`src/rtl/bit_serializer_pkg.sv`:
```
// Shared types and helpers for the bit serializer and the detector bench that consumes its stream.
package bit_serializer_pkg;

    typedef enum logic {
        IDLE  = 1'b0,
        SHIFT = 1'b1
    } state_e;

    localparam int unsigned SER_WIDTH = 8;
    localparam int unsigned CNT_W     = $clog2(SER_WIDTH);
    localparam int unsigned MAX_W     = 64;

    // Bit currently at the output end of the shift register.
    function automatic logic head_bit(input logic [MAX_W-1:0] word,
                                      input int unsigned      width,
                                      input bit               lsb_first);
        logic [MAX_W-1:0] msb_aligned;
        msb_aligned = word >> (width - 1);
        return lsb_first ? word[0] : msb_aligned[0];
    endfunction

endpackage

```
`src/rtl/bit_serializer.sv`:
```
// Parallel-to-serial front end: WIDTH-bit words in over valid/ready, one bit per clock out,
// with a one-word holding register so consecutive words stream without a gap.
module bit_serializer
    import bit_serializer_pkg::*;
#(
    parameter int unsigned WIDTH      = 8,
    parameter bit          LSB_FIRST  = 1'b0,
    parameter bit          IDLE_LEVEL = 1'b0
) (
    input  logic             clk,
    input  logic             reset_n,
    input  logic [WIDTH-1:0] in_data,
    input  logic             in_valid,
    output logic             in_ready,
    output logic             ser_bit,
    output logic             ser_valid,
    output logic             ser_first,
    output logic             ser_last,
    output logic             busy
);

    localparam int unsigned       CNT_WL   = $clog2(WIDTH);
    localparam logic [CNT_WL-1:0] CNT_LAST = CNT_WL'(WIDTH - 1);

    state_e            state_q;
    logic [CNT_WL-1:0] cnt_q;
    logic [WIDTH-1:0]  shift_q;
    logic [WIDTH-1:0]  shift_d;
    logic [WIDTH-1:0]  hold_q;
    logic              hold_valid_q;

    logic accept;
    logic shifting;
    logic last_bit;

    // Ready depends only on the hold flag, so there is no path from in_valid back to in_ready.
    assign in_ready = reset_n && !hold_valid_q;
    assign accept   = in_valid && in_ready;
    assign shifting = (state_q == SHIFT);
    assign last_bit = shifting && (cnt_q == CNT_LAST);
    assign shift_d  = LSB_FIRST ? (shift_q >> 1) : (shift_q << 1);

    assign ser_valid = shifting;
    assign ser_bit   = shifting ? head_bit(MAX_W'(shift_q), WIDTH, LSB_FIRST) : IDLE_LEVEL;
    assign ser_first = shifting && (cnt_q == '0);
    assign ser_last  = last_bit;
    assign busy      = shifting || hold_valid_q;

    always_ff @(posedge clk) begin
        if (!reset_n) begin
            state_q      <= IDLE;
            cnt_q        <= '0;
            shift_q      <= '0;
            hold_q       <= '0;
            hold_valid_q <= 1'b0;
        end else begin
            case (state_q)
                IDLE: begin
                    if (accept) begin
                        shift_q <= in_data;
                        cnt_q   <= '0;
                        state_q <= SHIFT;
                    end
                end
                SHIFT: begin
                    if (cnt_q == CNT_LAST) begin
                        cnt_q <= '0;
                        // Held word wins; in_ready is low here so no accept can collide with it.
                        if (hold_valid_q) begin
                            shift_q      <= hold_q;
                            hold_valid_q <= 1'b0;
                        end else if (accept) begin
                            shift_q <= in_data;
                        end else begin
                            shift_q <= '0;
                            state_q <= IDLE;
                        end
                    end else begin
                        shift_q <= shift_d;
                        cnt_q   <= cnt_q + CNT_WL'(1);
                        if (accept) begin
                            hold_q       <= in_data;
                            hold_valid_q <= 1'b1;
                        end
                    end
                end
                default: state_q <= IDLE;
            endcase
        end
    end

endmodule

```
`config.mk`:
```
export PLATFORM = sky130hd
export DESIGN_NAME = bit_serializer
export DESIGN_NICKNAME = d
export VERILOG_FILES = /design/src/rtl/bit_serializer_pkg.sv /design/src/rtl/bit_serializer.sv
export SDC_FILE = /design/constraint.sdc
export NUM_CORES = 1
export LEC_CHECK = 0
export BUFFER_PORTS_ARGS = -buffer_cell sky130_fd_sc_hd__buf_2
export CORE_ASPECT_RATIO = 1.2
export CORE_UTILIZATION = 51
export DETAILED_ROUTE_END_ITERATION = 8
export PLACE_DENSITY_LB_ADDON = 0.05
export SYNTH_ARGS = -nofsm -noshare
export SYNTH_HDL_FRONTEND = slang
export SYNTH_SLANG_ARGS = --single-unit
```
`constraint.sdc`:
```
create_clock -name clk -period 3.4 [get_ports clk]
set_clock_uncertainty 0.05 [all_clocks]
set_input_delay 0.85 -clock clk [delete_from_list [all_inputs] [get_ports clk]]
set_output_delay 0.85 -clock clk [all_outputs]
set_load 0.01 [all_outputs]
```
==> metrics.log <==
INFO  metric antenna_left = 0
INFO  metric grt_max_degree = 26
INFO  metric worst-r2r-setup-slack = 1370 ps
INFO  metric yosysSeqAreaShare = 36.2%
INFO  metric cts-root-to-sink-buffers = 2
INFO  metric cp_max_fo = 10
INFO  metric post_cts.resized_instances = 0
INFO  metric criticalPathCategory = reg2out
INFO  metric synth.cell_area = 1160 um2
INFO  metric layout.cells.non_filler = 180
INFO  metric ir_worst_vdd = 0.249 mV
INFO  metric number_of_slew_limit_violations_in_the_final_report = 0
INFO  metric max-cap-violations = 0
INFO  metric dp_hpwl = 1460 um
INFO  metric period_minus_slack = 2740 ps
INFO  metric pwr_density_cell = 390 nW/um2
INFO  metric drt-vias-per-instance = 5.41
INFO  metric finalSetupViolCount = 0
INFO  metric cp.arrival = 1840 ps
INFO  metric synth_seq_cells = 21
INFO  metric synth_ff_type = sky130_fd_sc_hd__dfxtp_1
INFO  metric htree_levels = 1
INFO  metric grt_pass1_wl = 3700 um
INFO  metric drt_first_pass_iters = 4
INFO  metric worst-slew-pin-transition = 809 ps
INFO  metric post-synth-top-area-cell = sky130_fd_sc_hd__dfxtp_1
INFO  metric synthMostInstantiatedCell = sky130_fd_sc_hd__dfxtp_1
INFO  metric whs_path_depth = 2
INFO  metric crit_path_end_kind = output pin
INFO  metric number_of_global_route_vias_before_repair = 859
INFO  metric synthTopCellsByArea = sky130_fd_sc_hd__dfxtp_1, sky130_fd_sc_hd__mux2i_1, sky130_fd_sc_hd__nor2b_1, sky130_fd_sc_hd__nand2_1, sky130_fd_sc_hd__o31ai_1
INFO  metric routed-via-count = 973
INFO  metric die-area = 2470 um2
INFO  metric fillerInstances = 207
INFO  metric cts_tree = built
INFO  metric post_cts_hold_buffer_count = 0
INFO  metric yosysUniqueCellTypes = 29
INFO  metric maxClockFrequency = 364 MHz
INFO  metric leakage = 0.498 nW
INFO  metric multiInputGateArea = 653 um2
INFO  metric dpl-instance-area = 1240 um2
INFO  metric synth.cells.most_frequent = sky130_fd_sc_hd__dfxtp_1, sky130_fd_sc_hd__nand2_1, sky130_fd_sc_hd__nor2b_1
INFO  metric worst_slack_on_hold_paths = 461 ps
INFO  metric number_of_synthesized_flops_with_an_enable_pin = 0
INFO  metric critPathLaunchType = flop
INFO  metric hold_class = reg2reg
INFO  metric core-area = 2090 um2
INFO  metric count_of_buffers_added_by_post_cts_timing_repair_for_setup = 0
INFO  metric data_required_critical_path = 2500 ps
INFO  metric grt_setup_unrepaired = false
INFO  metric port-buffer-count = 16
INFO  metric wl = 2230 um
INFO  metric slew_headroom = 46.0%
INFO  metric yosysTopAreaCellShare = 36.2%
INFO  metric clk_pin_slew = 130 ps
INFO  metric clk_root_buffer_cell = sky130_fd_sc_hd__clkbuf_4
INFO  metric synth.net_count = 151
INFO  metric run_status = finished clean
INFO  metric drive_above_1_share = 17.3%
INFO  metric fp.dieW = 45.5 um
INFO  metric yosys_warnings = 0
INFO  metric grt_usage = 20.9%
INFO  metric initial_antenna_violation_count = 0
INFO  metric number_of_nets_in_the_finished_design = 165
INFO  metric cell_count_after_placement = 176
INFO  metric finalWeightedCongestion = 0.728
INFO  metric hold_viol_final = 0
INFO  metric post-route-cell-area = 1270 um2
INFO  metric placementRows = 18
INFO  metric start_util = 55.4%
INFO  metric insertion_delay = 310 ps
INFO  metric antenna-diode-count = 0
INFO  metric violation_count_after_the_first_detailed_route_iteration = 18
INFO  metric gr-total-overflow = 0
INFO  metric cts-buffers-inserted = 3
INFO  metric synthArstFlopShare = 0%
INFO  metric reg2reg_depth = 6
INFO  metric area.sequential = 420 um2
INFO  metric die_height = 54.2 um
INFO  metric postSynthCellCount = 137
INFO  metric synth.avg_cell_area = 8.47 um2
INFO  metric finish.utilization = 60.5%
INFO  metric fin_setup_tns = 0 ps
INFO  metric flow.area_growth_from_synthesis = 9.17%
INFO  metric clock_sink_count = 21
INFO  metric avgRoutedWirePerCell = 12.4 um
INFO  metric io-pin-count = 17
INFO  metric fraction_of_the_cycle_the_final_worst_path_needs = 80.7%
INFO  metric post-route-drc-count = 0
state kept, by name, indices dropped and copies added (netlist names):
name,count
cnt_q,3
ser_valid,1
shift_q,8
hold_q,8
hold_valid_q,1
through the flow:
stage | power, W | worst slack (ps)
2_1_floorplan | 0.000346 | 1300
3_3_place_gp | 0.000369 | 997
3_5_place_dp | 0.000371 | 983
4_1_cts | 0.000495 | 666
5_1_grt | 0.000519 | 532
6_report | 0.000493 | 656
critical path: stages (launching register included):
cell                       delay (ps)
sky130_fd_sc_hd__dfxtp_1          350
sky130_fd_sc_hd__ha_1             210
sky130_fd_sc_hd__ha_1             330
sky130_fd_sc_hd__nand2_1          170
sky130_fd_sc_hd__clkinv_1         240
sky130_fd_sc_hd__buf_2            230
layout make-up:
type / instances / area share, %
multi-input combinational: 97 / 51.6
sequential: 21 / 33.2
timing repair buffer: 17 / 6.92
inverter: 11 / 3.26
tap: 30 / 2.96
clock buffer: 4 / 2.08
routing by layer:
metal  track usage (%)  up-vias  share of wire [%]
met5                 0        -                  0
met4              12.1        0                2.3
met3              1.98        4                2.2
met2              33.8       15                 47
met1              26.6      453                 48
li1                  -      501                  -
cells by family (layout without fill, tap and decap cells):
logic type      after synthesis  in the layout  share of synthesized area (%)
simple gates                 52             52                           25.4
compound gates               33             33                           20.0
flops                        21             21                           36.2
buf+inv                      19             32                           7.44
mux                           9              9                           7.77
fa+ha+maj                     3              3                           3.24
cells in the final DEF (no fill, tap or decap), types with 2 or more instances in the layout:
master and count:
sky130_fd_sc_hd__dfxtp_1 21, sky130_fd_sc_hd__nand2_1 17, sky130_fd_sc_hd__buf_2 16, sky130_fd_sc_hd__nor2b_1 13
sky130_fd_sc_hd__inv_1 10, sky130_fd_sc_hd__nor2_1 9, sky130_fd_sc_hd__mux2i_1 9, sky130_fd_sc_hd__o22ai_1 8
sky130_fd_sc_hd__o31ai_1 7, sky130_fd_sc_hd__a211oi_1 6, sky130_fd_sc_hd__nor3b_1 6, sky130_fd_sc_hd__a21oi_1 5
sky130_fd_sc_hd__ha_1 3, sky130_fd_sc_hd__clkbuf_4 3, sky130_fd_sc_hd__and2_1 2, sky130_fd_sc_hd__a22oi_1 2
power by group:
part | total [W] | internal (W) | switching [W] | leakage, nW
Clock | 0.000128 | 0.0000459 | 0.0000818 | 0.0150
Sequential | 0.000276 | 0.000261 | 0.0000146 | 0.172
Combinational | 0.0000897 | 0.0000409 | 0.0000487 | 0.311
Total | 0.000493 | 0.000348 | 0.000145 | 0.498
path summary, 6_finish.rpt:
kind / startpoint / endpoint
setup reg to reg: cnt_q[0]$_SDFFE_PN0P_ / hold_q[1]$_SDFFE_PN0P_
setup / recovery: cnt_q[0]$_SDFFE_PN0P_ / ser_last
hold reg to reg: shift_q[3]$_SDFFE_PN0P_ / shift_q[3]$_SDFFE_PN0P_
hold / removal: shift_q[3]$_SDFFE_PN0P_ / shift_q[3]$_SDFFE_PN0P_
(Power assumes the default switching activity.)
